--- config.mk ---
export PLATFORM = sky130hd
export DESIGN_NAME = uart_rx_ctrl
export DESIGN_NICKNAME = d
export VERILOG_FILES = /design/src/rtl/uart_pkg.sv /design/src/rtl/uart_rx_fifo.sv /design/src/rtl/uart_rx_ctrl.sv
export SDC_FILE = /design/constraint.sdc
export NUM_CORES = 1
export LEC_CHECK = 0
export BUFFER_PORTS_ARGS = -buffer_cell sky130_fd_sc_hd__buf_2
export CAP_MARGIN = 20
export CORE_UTILIZATION = 32
export DETAILED_ROUTE_END_ITERATION = 8
export GPL_TIMING_DRIVEN = 0
export PLACE_DENSITY = 0.5
export RECOVER_POWER = 50
export REMOVE_ABC_BUFFERS = 1
export SLEW_MARGIN = 20
export SYNTH_ARGS = -nofsm -noshare
export SYNTH_HDL_FRONTEND = slang
export SYNTH_SLANG_ARGS = --single-unit
--- constraint.sdc ---
create_clock -name clk -period 9.35 [get_ports clk]
set_input_delay 1.87 -clock clk [delete_from_list [all_inputs] [get_ports clk]]
set_output_delay 1.87 -clock clk [all_outputs]
set_load 0.1 [all_outputs]
--- src/rtl/uart_pkg.sv ---
// Shared types and defaults for the UART receive controller.
package uart_pkg;

  // Receiver frame states
  typedef enum logic [2:0] {
    IDLE,
    START,
    DATA,
    PARITY,
    STOP
  } rx_state_e;

  localparam int OVS_DEFAULT        = 16;
  localparam int FIFO_DEPTH_DEFAULT = 4;

endpackage

--- src/rtl/uart_rx_fifo.sv ---
// Receive byte FIFO: power-of-two depth, head shown combinationally,
// push while full is dropped unless a pop happens in the same cycle.
module uart_rx_fifo
  import uart_pkg::*;
#(
  parameter int DEPTH = FIFO_DEPTH_DEFAULT,
  parameter int WIDTH = 8
) (
  input  logic             clk,
  input  logic             rst,
  input  logic             push,
  input  logic [WIDTH-1:0] push_data,
  input  logic             pop,
  output logic [WIDTH-1:0] head,
  output logic             full,
  output logic             empty,
  output logic             ovr
);

  localparam int AW = $clog2(DEPTH);
  localparam int CW = $clog2(DEPTH + 1);

  logic [WIDTH-1:0] mem_q [DEPTH];
  logic [AW-1:0]    wr_ptr_q, wr_ptr_d;
  logic [AW-1:0]    rd_ptr_q, rd_ptr_d;
  logic [CW-1:0]    count_q, count_d;
  logic             do_push, do_pop;

  assign full  = (count_q == CW'(DEPTH));
  assign empty = (count_q == '0);
  // A pop frees a slot in the same cycle, so a full FIFO can still accept.
  assign do_pop  = pop && !empty;
  assign do_push = push && (!full || do_pop);
  assign ovr     = push && full && !do_pop;
  assign head    = empty ? '0 : mem_q[rd_ptr_q];

  // Pointer and occupancy update; pointers wrap naturally at DEPTH.
  always_comb begin
    wr_ptr_d = wr_ptr_q;
    rd_ptr_d = rd_ptr_q;
    count_d  = count_q;
    if (do_push) wr_ptr_d = wr_ptr_q + AW'(1);
    if (do_pop)  rd_ptr_d = rd_ptr_q + AW'(1);
    case ({do_push, do_pop})
      2'b10:   count_d = count_q + CW'(1);
      2'b01:   count_d = count_q - CW'(1);
      default: count_d = count_q;
    endcase
  end

  // Pointer/count registers.
  always_ff @(posedge clk or negedge rst) begin
    if (!rst) begin
      wr_ptr_q <= '0;
      rd_ptr_q <= '0;
      count_q  <= '0;
    end else begin
      wr_ptr_q <= wr_ptr_d;
      rd_ptr_q <= rd_ptr_d;
      count_q  <= count_d;
    end
  end

  // Storage array, written only on an accepted push.
  always_ff @(posedge clk) begin
    if (do_push) mem_q[wr_ptr_q] <= push_data;
  end

endmodule

--- src/rtl/uart_rx_ctrl.sv ---
// UART receiver: 2-flop line sync, free-running oversample divider,
// frame FSM and receive FIFO. Define UART_RX_PARITY_EN to expect an
// even-parity bit between the data bits and the stop bit.
module uart_rx_ctrl
  import uart_pkg::*;
#(
  parameter int FIFO_DEPTH = FIFO_DEPTH_DEFAULT,
  parameter int OVS        = OVS_DEFAULT
) (
  input  logic        clk,
  input  logic        rst,
  input  logic        rx_d,
  input  logic [15:0] cfg_div,
  input  logic        rd_en,
  output logic [7:0]  rd_data,
  output logic        rd_valid,
  output logic        fifo_full,
  output logic        busy,
  output logic        par_err,
  output logic        frm_err,
  output logic        ovr_err
);

  localparam int TW = $clog2(OVS);
  localparam logic [TW-1:0] HALF_LAST = TW'(OVS / 2 - 1);
  localparam logic [TW-1:0] FULL_LAST = TW'(OVS - 1);

  rx_state_e     state_q, state_d;
  logic [1:0]    sync_q, sync_d;
  logic [15:0]   div_cnt_q, div_cnt_d;
  logic [15:0]   div_lat_q, div_lat_d;
  logic [TW-1:0] tick_cnt_q, tick_cnt_d;
  logic [2:0]    bit_cnt_q, bit_cnt_d;
  logic [7:0]    shift_q, shift_d;
  logic          armed_q, armed_d;
  logic          push_q, push_d;
  logic          rx_s, tick, fifo_empty;
`ifdef UART_RX_PARITY_EN
  logic          par_bad_q, par_bad_d;
`endif

  assign rx_s = sync_q[1];
  assign busy = (state_q != IDLE);

  // Two-stage synchroniser for the asynchronous serial line.
  always_comb begin
    sync_d = {sync_q[0], rx_d};
  end

  // Tick divider; the divisor is only re-latched between frames.
  always_comb begin
    div_lat_d = div_lat_q;
    if (state_q == IDLE) div_lat_d = (cfg_div == 16'd0) ? 16'd1 : cfg_div;
    tick      = (div_cnt_q >= div_lat_q - 16'd1);
    div_cnt_d = tick ? 16'd0 : div_cnt_q + 16'd1;
  end

  // Frame FSM: next state, sampling, error pulses and push request.
  always_comb begin
    state_d    = state_q;
    tick_cnt_d = tick_cnt_q;
    bit_cnt_d  = bit_cnt_q;
    shift_d    = shift_q;
    armed_d    = armed_q;
    push_d     = 1'b0;
    frm_err    = 1'b0;
    par_err    = 1'b0;
`ifdef UART_RX_PARITY_EN
    par_bad_d  = par_bad_q;
`endif
    case (state_q)
      IDLE: begin
        // After a framing error the line must be seen high before re-arming.
        if (rx_s) armed_d = 1'b1;
        if (!rx_s && armed_q) begin
          state_d    = START;
          tick_cnt_d = '0;
        end
      end
      START: if (tick) begin
        if (tick_cnt_q == HALF_LAST) begin
          tick_cnt_d = '0;
          if (!rx_s) begin
            state_d   = DATA;
            bit_cnt_d = '0;
          end else begin
            state_d   = IDLE;
          end
        end else begin
          tick_cnt_d = tick_cnt_q + TW'(1);
        end
      end
      DATA: if (tick) begin
        if (tick_cnt_q == FULL_LAST) begin
          tick_cnt_d = '0;
          shift_d    = {rx_s, shift_q[7:1]};
          bit_cnt_d  = bit_cnt_q + 3'd1;
`ifdef UART_RX_PARITY_EN
          if (bit_cnt_q == 3'd7) state_d = PARITY;
`else
          if (bit_cnt_q == 3'd7) state_d = STOP;
`endif
        end else begin
          tick_cnt_d = tick_cnt_q + TW'(1);
        end
      end
`ifdef UART_RX_PARITY_EN
      PARITY: if (tick) begin
        if (tick_cnt_q == FULL_LAST) begin
          tick_cnt_d = '0;
          par_bad_d  = (rx_s != ^shift_q);
          state_d    = STOP;
        end else begin
          tick_cnt_d = tick_cnt_q + TW'(1);
        end
      end
`endif
      STOP: if (tick) begin
        if (tick_cnt_q == FULL_LAST) begin
          tick_cnt_d = '0;
          state_d    = IDLE;
          if (!rx_s) begin
            frm_err = 1'b1;
            armed_d = 1'b0;
`ifdef UART_RX_PARITY_EN
          end else if (par_bad_q) begin
            par_err = 1'b1;
`endif
          end else begin
            push_d  = 1'b1;
          end
        end else begin
          tick_cnt_d = tick_cnt_q + TW'(1);
        end
      end
      default: state_d = IDLE;
    endcase
  end

  // All controller state registers.
  always_ff @(posedge clk or negedge rst) begin
    if (!rst) begin
      state_q    <= IDLE;
      sync_q     <= 2'b11;
      div_cnt_q  <= '0;
      div_lat_q  <= 16'd1;
      tick_cnt_q <= '0;
      bit_cnt_q  <= '0;
      shift_q    <= '0;
      armed_q    <= 1'b1;
      push_q     <= 1'b0;
`ifdef UART_RX_PARITY_EN
      par_bad_q  <= 1'b0;
`endif
    end else begin
      state_q    <= state_d;
      sync_q     <= sync_d;
      div_cnt_q  <= div_cnt_d;
      div_lat_q  <= div_lat_d;
      tick_cnt_q <= tick_cnt_d;
      bit_cnt_q  <= bit_cnt_d;
      shift_q    <= shift_d;
      armed_q    <= armed_d;
      push_q     <= push_d;
`ifdef UART_RX_PARITY_EN
      par_bad_q  <= par_bad_d;
`endif
    end
  end

  uart_rx_fifo #(
    .DEPTH(FIFO_DEPTH),
    .WIDTH(8)
  ) u_fifo (
    .clk      (clk),
    .rst      (rst),
    .push     (push_q),
    .push_data(shift_q),
    .pop      (rd_en),
    .head     (rd_data),
    .full     (fifo_full),
    .empty    (fifo_empty),
    .ovr      (ovr_err)
  );

  assign rd_valid = !fifo_empty;

endmodule

### Word level (Yosys, flattened, before mapping)

Memory sizes are Yosys's and may differ from the RTL's.
Index checks and enable logic that the tools add are counted.
W data, S select, Z words.

| storage, ports and cells | value |
|---|---|
| register bits after elaboration | 61 |
| RAM bits | 32 |
| bits of input ports | 20 |
| output and inout bits | 14 |
| logic and storage cells | 108 |
| memories | 1 |

| operators by class | value |
|---|---|
| add/sub/neg operators | 8 |
| order comparisons | 1 |
| eq/ne operators | 21 |
| mux-type cells | 41 |
| reductions and logical operators | 24 |

Memory list:

| name | depth | bits a word | read ports | clocked after memory_dff | write ports | line | source |
|---|---|---|---|---|---|---|---|
| u_fifo.mem_q | 4 | 8 | 1 | 0 | 1 | uart_rx_fifo.sv:23 | `logic [WIDTH-1:0] mem_q [DEPTH];` |

Operators by type and width:

| kind | count |
|---|---|
| $mux W3 | 13 |
| $mux W16 | 2 |
| $mux W4 | 5 |
| $ne A2 B2 Y1 const B | 10 |
| $add A16 B1 Y16 const B | 1 |
| $ge A16 B16 Y1 | 1 |
| $logic_not A16 Y1 | 1 |
| $sub A16 B1 Y16 const B | 1 |
| $mux W1 | 14 |
| $pmux W3 S2 | 2 |
| $pmux W3 S4 | 1 |
| $pmux W4 S3 | 1 |
| $eq A3 B3 Y1 const B | 3 |
| $mux W8 | 1 |
| $reduce_and A8 Y1 | 1 |
| $add A3 B1 Y3 const B | 2 |
| $logic_not A3 Y1 | 2 |
| $reduce_and A6 Y1 | 1 |
| $reduce_bool A2 Y1 | 3 |
| $reduce_bool A3 Y1 | 2 |
| $logic_and A1 B1 Y1 | 5 |
| $reduce_and A5 Y1 | 1 |
| $add A2 B1 Y2 const B | 2 |
| $add A4 B1 Y4 const B | 1 |
| 15 further kinds | 19 |

### Depth between registers and ports, before layout

| depth | value |
|---|---|
| depth after elaboration | 7 |
| gate-level depth with buffers | 14 |
| depth with buffers taken out | 13 |

### Cells and area by module

From an unflattened synthesis, not the netlist that was laid out.

| unflattened totals | value |
|---|---|
| cell total of the unflattened synthesis | 385 |
| area total of the unflattened synthesis | 4779.6 µm² |

By module, submodules not included:

| module | times used | cells each | area an instance (µm²) | sequential area each (µm²) |
|---|---|---|---|---|
| uart_rx_ctrl | 1 | 294 | 3124.2 | 1356.3 |
| uart_rx_fifo | 1 | 91 | 1655.3 | 1136.1 |

### Worst setup path after synthesis

Ideal clock, no wire load.

| timing path | value |
|---|---|
| path kind | register to output |
| start point | register div_lat_q[7] |
| end point | output port frm_err |
| arrival time | 3.934 ns |
| required time | 7.480 ns |
| path slack | 3.546 ns |
| cell stages (with the launch flop) | 12 |
| buffers on the path | 0 |
| path through | dfrtp_1 > or4_4 > or4_4 > nor3b_2 > xnor2_1 > ha_1 > nand2_1 > nor2_1 > nand2_1 > o21ai_2 > nand4_1 > nor2_1 |

| on the way | value |
|---|---|
| longest elaborated chain between the ends | 4 |

RTL lines:

| what | line | source |
|---|---|---|
| from (decl) | uart_rx_ctrl.sv:31 | `logic [15:0] div_lat_q, div_lat_d;` |
| from (signal assigned) | uart_rx_ctrl.sv:159 | `div_lat_q <= div_lat_d;` |
| $sub A16 B1 Y16 | uart_rx_ctrl.sv:54 | `tick = (div_cnt_q >= div_lat_q - 16'd1);` |
| $ge A16 B16 Y1 | uart_rx_ctrl.sv:54 |  |
| $mux W1 | uart_rx_ctrl.sv:118 | `STOP: if (tick) begin` |
| $mux W1 | uart_rx_ctrl.sv:71 | `case (state_q)` |
| to (decl) | uart_rx_ctrl.sv:20 | `output logic frm_err,` |

Every way passes these cells.

### Worst setup path in the final report

Same ends and word-level chain as after synthesis.

==> summary.txt <==
Yosys
  • Syn Std Cell Area: around 0.0046 mm^2
  • Mean Syn Cell Area: approximately 12 um^2
  • Compound-Gate Fraction of Synth Area: 0.0564
  • Number of synthesized flops with an enable pin: 32
  • Synth top area share: 0.312
  • Simple-Gate Fraction of Synth Area: 0.136
  • Main combinational cell family by area after synthesis: simple AND/OR/NAND/NOR gates
  • Seq/Total Area, Yosys: 0.545
  • Post-Synth Adder-Cell Area: 0.0777
  • Post-synth ARST share: 0.656
  • Synth area leader: dfrtp_1
  • Synth area leaders: dfrtp_1 (31%), edfxtp_1 (21%), ha_1 (7.1%)
  • Mapped Cells: 376
  • Post-Synth XOR/XNOR Area: 0.0632
  • YS warnings: 0
  • Post-synthesis mux area share: 0.0961
  • Most common cell in the synthesized netlist: dfrtp_1
  • Post-synth top cells: dfrtp_1 (57), edfxtp_1 (32), nor2_1 (31)
  • Most used DFF post-synth: dfrtp_1
  • Synth cell types: between 40 and 50
  • #FFs+latches synth: 93

Final layout
  • Layout cell share with drive strength beyond 1: 0.200
  • Sequential cell area: between 0.002 and 0.0025 mm^2
  • FILL cells: roughly 1.4k
  • Layout Cells excl Fill: approximately 600
  • Fin nets: about 460
  • Area growth from synthesis to layout: 14.3%
  • Layout Utilization: 0.375
  • Final Cell Area: 0.00523 mm^2
  • Ant. Diodes: 0
  • Footprint of the multi-input gates: slightly below 0.002 mm^2

GRT
  • Number of global-route vias before repair: 2,905
  • Largest net degree at the start of global routing: 49
  • Tot GR Track Use: 0.123
  • First-pass GRT wire length: between 10 and 15 mm
  • Congestion Overflow GR: 0
  • Initial antenna violation count: 0

Route
  • Post-Route WL: ~8.1 mm
  • Iter 0 DRT Violations: roughly 140
  • Pre-antenna DRT Iters: 4
  • Number of remaining DRC errors: 0
  • DR WL/cell: 13.6 um
  • Via count: about 2.8k
  • DR vias/cell: 4.75
  • Post-route ant nets: 0

Placement
  • Routability cong.: around 0.74
  • Placed Area: 0.00496 mm^2
  • Placed Cells incl. Taps: a little under 600
  • Post-DP HPWL: between 5 and 6 mm
  • Port bufs: 32

Min path
  • Hold depth: 0
  • Hold/Removal Path Class: register to register

Worst setup path
  • Startpoint class of the critical path: register
  • Crit-path leading delay family: simple AND/OR/NAND/NOR gates
  • Worst path cell trace: or4_4, or4_4, nor3b_2, xnor2_1, ha_1, nand2_1, nor2_1, nand2_1, o21ai_4, nand4_1, nor2_1, buf_2
  • CP peak stage delay: 570 ps
  • Reg2reg end: shift_q[6]
  • Critical path buffer and inverter count: 1
  • Worst r2r src: div_lat_q[7]
  • Critical path depth in cells: 12
  • CP max stage cell: or4_4
  • WS Path Type: register to output pin
  • End of the critical path: frm_err
  • Crit path from: div_lat_q[7]
  • FF-to-FF path depth: 11
  • Required @ worst endpoint: between 7000 and 8000 ps
  • Crit-path max FO: 26
  • R2r setup slk: about 5400 ps
  • Kind of end point of the critical path: output pin
  • WP data arrival: ~4200 ps

CTS
  • Post-CTS Hold Buffers: 0
  • H-tree Lvls: 3
  • Postcts setup bufs: 0
  • Max clock buf depth: 2
  • CTS clk-pin slew, worst paths: 60 ps
  • CTS tree: yes
  • Clock Latency Late Sink: about 340 ps
  • Resized Gates After CTS: 0
  • Clock Tree Root: clkbuf_16
  • CTS Buf Count: 9
  • Clk sinks: 93

STA
  • Max Clk Rate: 0.166 GHz
  • Period utilization: 0.645
  • Least-Margin Pin Slew: roughly 2500 ps
  • Final setup fails: 0
  • Crit path time final: ~6000 ps
  • RSZ-0062 raised after global routing: false
  • Final Hold Viols: 0
  • Worst Skew: approximately 6.5 ps
  • TNS Setup: 0 ps
  • Max-slew violation count: slightly below 50
  • Relative slew slack: -0.680

Pwr
  • Worst IR Drop VDD: ~0.10 mV
  • Power per cell area: between 150 and 200 mW/mm^2
  • Final Power: about 0.00096 W
  • Leakage: 2.31 nW

Status
  • Failing checks: capacitance limit, slew limit
  • Status: finished, violations left

Floorplan
  • IO Pins: 34
  • Die Area: between 0.01 and 0.015 mm^2
  • Die width: approximately 120 um
  • Die Y: ~120 um
  • Core Box Area: between 0.01 and 0.015 mm^2
  • Starting Density: 0.328
  • Row count: 43

Run
  • Maxcap violations: 1
-- routing by layer --
metal / share of wire / routed length, um / global-route usage
met5: 0 / 0 / 0
met4: 0.017 / 136 / 0.0486
met3: 0.030 / 240 / 0.0337
met2: 0.47 / 3790 / 0.201
met1: 0.49 / 3930 / 0.155
-- cell families (layout without fill, tap and decap cells) --
family,count (synthesis),in the layout
compound gates,41,41
fa+ha+maj,28,28
simple gates,121,121
buf+inv,28,68
flops,93,93
mux,31,31
other cells,1,1
xor+xnor,33,33
-- cells in the final DEF, fill, tap and decap left out, types with 2 or more instances in the layout --
| master | instances |
|---|---|
| edfxtp_1 | 32 |
| nor2b_1 | 4 |
| buf_4 | 2 |
| nand2_1 | 23 |
| xor2_1 | 17 |
| nor4_1 | 7 |
| nand4_1 | 3 |
| or4_4 | 3 |
| ha_1 | 26 |
| nand3_1 | 12 |
| clkinv_4 | 2 |
| a22o_1 | 2 |
| dfrtp_1 | 57 |
| inv_1 | 17 |
| and2_1 | 16 |
| nor3_1 | 8 |
| o21a_1 | 2 |
| nor2_1 | 31 |
| and3_1 | 5 |
| mux4_2 | 8 |
| a41oi_1 | 2 |
| clkbuf_1 | 8 |
| a21oi_1 | 14 |
| mux2_2 | 23 |
| dfstp_2 | 4 |
| clkbuf_16 | 9 |
| xnor2_1 | 16 |
| o21ai_0 | 11 |
| or3_1 | 3 |
| buf_2 | 27 |
-- stage by stage --
stage               hold WS (ps)  setup WS, ps
floorplan                    345          3130
detailed placement           350          3340
CTS                          364          2930
global route                 365          3020
finish                       360          3320
global placement             346          3350
-- sequential cells by signal, summed over array words and instances, names as in the netlist, 3 cells and up --
| register | flops |
|---|---|
| bit_cnt_q | 3 |
| div_cnt_q | 16 |
| div_lat_q | 16 |
| shift_q | 8 |
| state_q | 3 |
| tick_cnt_q | 4 |
| u_fifo.count_q | 3 |
| u_fifo.mem_q | 32 |
-- worst min-delay path by stage --
stage	start	to	slack, ps
after floorplan	sync_q[0]	sync_q[1]	350
after global placement	sync_q[0]	sync_q[1]	350
after detailed placement	sync_q[0]	sync_q[1]	350
after CTS	sync_q[0]	sync_q[1]	360
after global routing	sync_q[0]	sync_q[1]	370
final	sync_q[0]	sync_q[1]	360
-- final cells by class --
type / count / share of cell area
Sequential cell: 93 / 0.477
Multi-Input combinational cell: 255 / 0.379
Clock buffer: 11 / 0.0445
Tap cell: 180 / 0.0431
Clock inverter: 5 / 0.0115
Inverter: 17 / 0.0122
Timing Repair Buffer: 35 / 0.0330
-- report_power, final --
group	switching [W]	internal, W
logic	0.0000591	0.0000563
registers	0.0000335	0.000447
clock network	0.000154	0.000208
total	0.000247	0.000712
Note: power is estimated with default switching activity, not from simulation.
